## src/rtl/quad_filter_decoder.sv

```systemverilog
// Filtered quadrature decoder: sync, deglitch, Gray-step count.
// Optional err_count port: QUAD_FILTER_DECODER_ERR_COUNT_EN.
module quad_filter_decoder #(
  parameter int size     = 8,
  parameter int filt_len = 3
) (
  input  logic            clk,
  input  logic            rst,
  input  logic [1:0]      q,
  input  logic            clr_err,
  output logic [size-1:0] count,
  output logic            dir,
`ifdef QUAD_FILTER_DECODER_ERR_COUNT_EN
  output logic            err,
  output logic [3:0]      err_count
`else
  output logic            err
`endif
);

  typedef enum logic {
    INIT = 1'b0,
    RUN  = 1'b1
  } state_t;

  localparam logic [3:0] flen_m1 = 4'(filt_len - 1);

  state_t          state;
  state_t          state_nx;
  logic            init_cnt;
  logic            run;
  logic            load;
  logic [1:0]      s1;
  logic [1:0]      s2;
  logic [1:0]      f;
  logic [1:0]      p;
  logic [1:0][3:0] fc;
  logic            fwd;
  logic            rev;
  logic            bad;

  always_ff @(posedge clk or negedge rst) begin
    if (!rst) begin
      state    <= INIT;
      init_cnt <= 1'b0;
    end else begin
      state    <= state_nx;
      init_cnt <= (state == INIT) && !init_cnt;
    end
  end

  always_comb begin
    state_nx = state;
    unique case (state)
      INIT: if (init_cnt) state_nx = RUN;
      RUN:  state_nx = RUN;
      default: state_nx = INIT;
    endcase
  end

  always_comb begin
    run  = 1'b0;
    load = 1'b0;
    unique case (state)
      INIT: load = init_cnt;
      RUN:  run  = 1'b1;
      default: ;
    endcase
  end

  always_ff @(posedge clk or negedge rst) begin
    if (!rst) begin
      s1 <= '0;
      s2 <= '0;
    end else begin
      s1 <= q;
      s2 <= s1;
    end
  end

  // On the load edge s2 takes s1, so adopt that level directly
  always_ff @(posedge clk or negedge rst) begin
    if (!rst) begin
      f  <= '0;
      fc <= '0;
    end else if (load) begin
      f  <= s1;
      fc <= '0;
    end else if (run) begin
      for (int i = 0; i < 2; i++) begin
        if (s2[i] == f[i]) begin
          fc[i] <= '0;
        end else if (fc[i] == flen_m1) begin
          f[i]  <= s2[i];
          fc[i] <= '0;
        end else begin
          fc[i] <= fc[i] + 4'd1;
        end
      end
    end
  end

  always_comb begin
    fwd = (f == {p[0], ~p[1]});
    rev = (f == {~p[0], p[1]});
    bad = (f == ~p);
  end

  always_ff @(posedge clk or negedge rst) begin
    if (!rst) begin
      p     <= '0;
      count <= '0;
      dir   <= 1'b0;
    end else if (load) begin
      p <= s1;
    end else if (run) begin
      p <= f;
      unique case (1'b1)
        fwd: begin
          count <= count + size'(1);
          dir   <= 1'b1;
        end
        rev: begin
          count <= count - size'(1);
          dir   <= 1'b0;
        end
        default: ;
      endcase
    end
  end

  always_ff @(posedge clk or negedge rst) begin
    if (!rst) begin
      err <= 1'b0;
    end else if (run && bad) begin
      err <= 1'b1;
    end else if (run && clr_err) begin
      err <= 1'b0;
    end
  end

`ifdef QUAD_FILTER_DECODER_ERR_COUNT_EN
  // A clear coinciding with a new error restarts the tally at one
  always_ff @(posedge clk or negedge rst) begin
    if (!rst) begin
      err_count <= '0;
    end else if (run && bad) begin
      if (clr_err)
        err_count <= 4'd1;
      else if (err_count != 4'd15)
        err_count <= err_count + 4'd1;
    end else if (run && clr_err) begin
      err_count <= '0;
    end
  end
`endif

endmodule

```

## config.mk

```make
export PLATFORM = sky130hd
export DESIGN_NAME = quad_filter_decoder
export DESIGN_NICKNAME = d
export VERILOG_FILES = /design/src/rtl/quad_filter_decoder.sv
export SDC_FILE = /design/constraint.sdc
export NUM_CORES = 1
export LEC_CHECK = 0
export ABC_AREA = 1
export CAP_MARGIN = 10
export CORE_UTILIZATION = 31
export CTS_CLUSTER_SIZE = 16
export DETAILED_ROUTE_END_ITERATION = 10
export SYNTH_ARGS = -nofsm -noshare
export SYNTH_HDL_FRONTEND = slang
export SYNTH_SLANG_ARGS = --single-unit
```

## constraint.sdc

```tcl
create_clock -name clk -period 2.7 [get_ports clk]
set_input_delay 0.405 -clock clk [delete_from_list [all_inputs] [get_ports clk]]
set_output_delay 0.405 -clock clk [all_outputs]
set_load 0.01 [all_outputs]
```

==> metrics.txt <==
Synth Cell Area=~0.0016 mm^2; number of synthesized register bits=28; combinational family with the most area after synthesis=simple AND/OR/NAND/NOR gates; async set-reset flop share out of synthesis=100%; final wirelength=around 3000 um; area after detailed placement=0.00185 mm^2; clk_lat worst skew=0.28 ns; worst-case register-to-register setup slack=0.86 ns; power after layout=0.00259 W; DRC violation count after routing=0; Avg Cell Area, Syn=~8.1 um^2; cell type of the slowest stage on the worst timing path=dfrtp_1; xor/xnor cell area share of the yosys netlist=5.35%; warnings from Yosys=0; Synth Area in Compound Gates=8.79%; final instance count without filler cells=290; count of different cell masters after synthesis=27; count of buffers added by post-CTS timing repair for setup=0; Worst slew margin=71.8%; Core Util, Final=37.6%; number of max-slew violations in the final report=0; Top Ports=15; minimum period implied by the final worst setup slack=1.84 ns; Core Rows=26; post-synthesis cell type with the largest combined area=dfrtp_1; part of the cycle the worst path needs=68.2%; biggest area contributors in the synthesized netlist=dfrtp_1, nand2_1, inv_1; Critical Path Most Common Cell=nand3_1; Critical Path Start Type=flop; power share of the combinational group=about three fifths; fraction of the mapped netlist area in adder cells=3.82%; arrival time of data at the critical path endpoint=2.01 ns; Final Hold Viols=0; hold-fix buffer count after cts=0; Sw Share=46.6%; Die Outline Area=approximately 0.0056 mm^2; Mapped Cells=203; largest buffer count on any clock path=2; portion of synthesized cell area occupied by the leading cell type=42.8%; count of cells resized by post-cts repair=0; hold_sp=s1[1]; Initial DRC Count=105; first-pass GRT wire length=5430 um; TritonCTS clock tree=built; Worst Path Required=2.87 ns; run status=complete, no violations; synthesis-to-finish area growth=17.3%; share of the yosys chip area belonging to registers=42.8%; switching component of the power=0.00121 W; largest clock skew in the final design=0.00184 ns; count of endpoints failing setup in the final report=0; Chip Width=74.7 um; most numerous cell types in the synthesized netlist=nand2_1, dfrtp_1, inv_1, nand3_1, nor2_1; total negative slack for setup checks=0 ns; CP peak stage delay=0.47 ns; unrepaired setup endpoints after global routing=no; VDD IR-drop max=approximately 0.35 mV; via count of the first global-routing pass=between 1,000 and 1,500; final instance area=around 0.0019 mm^2; worst-path cell chain=inv_2 > nand2_2 > nand2_4 > nand2_4 > nand2_2 > nand2_1 > inv_1 > ha_1 > inv_1 > nand2_1 > nand3_1 > nand3_1 > nand3_1 > o21ai_0; leakage power of the design=0.978 nW; depth of the CTS H-tree=1; DPL Wire Length=approximately 2200 um; core area=approximately 0.0051 mm^2; placed instance count=286; most numerous cell in the Yosys netlist=nand2_1; pin count of the biggest net entering global routing=29; power share of the sequential group=28.4%; internal power component=roughly 0.0014 W; layout cell share with drive strength beyond 1=12.7%; Clock Power Share=about an eighth; P per Cell Area=1350 mW/mm^2; Highest Clock Rate=between 500 and 600 MHz; Synth Net Count=213; Reg2Reg Depth=14; initial antenna violation count=0; final net count=around 230; mean number of vias per cell=4.51; number of CTS-inserted buffers=3; sum of overflow across all layers after global routing=0; largest fanout on the critical path=11; most used flip-flop cell after synthesis=dfrtp_1; length of the first detailed-routing pass in iterations=4; Antenna Cells=0; starting utilization of the core area=32.0%; DIE HEIGHT=between 70 and 80 um; clock net sink count=28; Crit Path Category=reg2reg; via count=1,307; global-route usage over all layers=12.8%; category of the worst setup path capture point=flop; number of nets still failing antenna checks after routing=0; area share of and/or/nand/nor cells after synthesis=30.7%; number of maximum-capacitance constraint violations=0; CTS clk-pin slew, worst paths=roughly 0.1 ns; share of synthesized area spent on multiplexers=0%; r2r endpoint=count[4]; Final Wtd Congestion=0.845; worst hold-check path type=reg2reg; WL/cell=~10 um; worst hold path cell count=0; Slew @ Worst Pin=0.421 ns; Hold EP=s2[1]; R2R Path Start=f[1]; number of flops mapped to enable cells by yosys=0; clock root cell=clkbuf_8; buffers added on ports=14
## kinds of logic after synthesis
| logic type | after synthesis |
|---|---|
| adder cells (fa/ha/maj) | 5 |
| AO/OA/AOI/OAI | 22 |
| XOR/XNOR | 10 |
| flip-flops | 28 |
| buffers and inverters | 33 |
| AND/OR/NAND/NOR | 105 |
## state kept, by name, summed over array words and instances (netlist names)
| register | cells |
|---|---|
| state | 1 |
| dir | 1 |
| fc | 8 |
| p | 2 |
| count | 8 |
| f | 2 |
| err | 1 |
| s1 | 2 |
| init_cnt | 1 |
| s2 | 2 |
## worst max-delay path by stage
stage,from,endpoint,cells past startpoint
6_report,f[1],count[4],14
4_1_cts,f[1],count[4],14
3_3_place_gp,f[1],count[4],14
2_1_floorplan,f[1],count[4],16
5_1_grt,f[1],count[4],14
3_5_place_dp,f[1],count[4],14
## metrics by stage
step	hold slack [ns]	worst slack, ns
after floorplan	0.109	1.01
after global placement	0.359	0.896
after detailed placement	0.371	0.881
after CTS	0.396	0.867
after global routing	0.414	0.648
final	0.387	0.859
## worst max-delay path, delay by kind of cell, from the launching register on
family / cells / cell delay, ns
compound gates: 1 / 0.08
fa+ha+maj: 1 / 0.17
simple gates: 9 / 0.85
flops: 1 / 0.47
buf+inv: 3 / 0.18
## cells in the final DEF, fill, tap and decap left out, types with 2 or more instances in the layout
| cell type | count |
|---|---|
| inv_1 | 27 |
| nand2_1 | 49 |
| inv_2 | 4 |
| o221ai_1 | 2 |
| a21oi_1 | 4 |
| clkbuf_8 | 3 |
| nor2_1 | 18 |
| o21ai_0 | 8 |
| a41oi_1 | 2 |
| ha_1 | 5 |
| nand2_2 | 8 |
| nand3_1 | 20 |
| nand2_4 | 5 |
| dfrtp_1 | 28 |
| clkdlybuf4s50_1 | 14 |
| o21ai_2 | 2 |
| xnor2_1 | 5 |
| xor2_1 | 5 |
## area by class of cell
class                      instances  area [um^2]
timing repair buffer              15          148
inverter                          31          116
clock inverter                     1         30.0
multi-input combinational        142          796
tap                               70         87.6
clock buffer                       3         41.3
sequential                        28          701
fill                             536         3190
## metal layers
metal  GRT usage (%)  part of all wire [%]  up-vias
met1            17.9                    51      593
met4            6.92                   3.1        0
li1                -                     -      681
met5               0                     0        -
met3            1.47                   2.7        9
met2            19.5                    43       24
## power groups by stage
stage | clock, W | combinational, W | sequential [W]
after floorplan | 0 | 0.00116 | 0.000747
after global placement | 0 | 0.00150 | 0.000748
after detailed placement | 0 | 0.00151 | 0.000745
after CTS | 0.000347 | 0.00152 | 0.000738
after global routing | 0.000362 | 0.00175 | 0.000769
final | 0.000339 | 0.00152 | 0.000735
No activity file was read; power rests on OpenSTA's default activity.
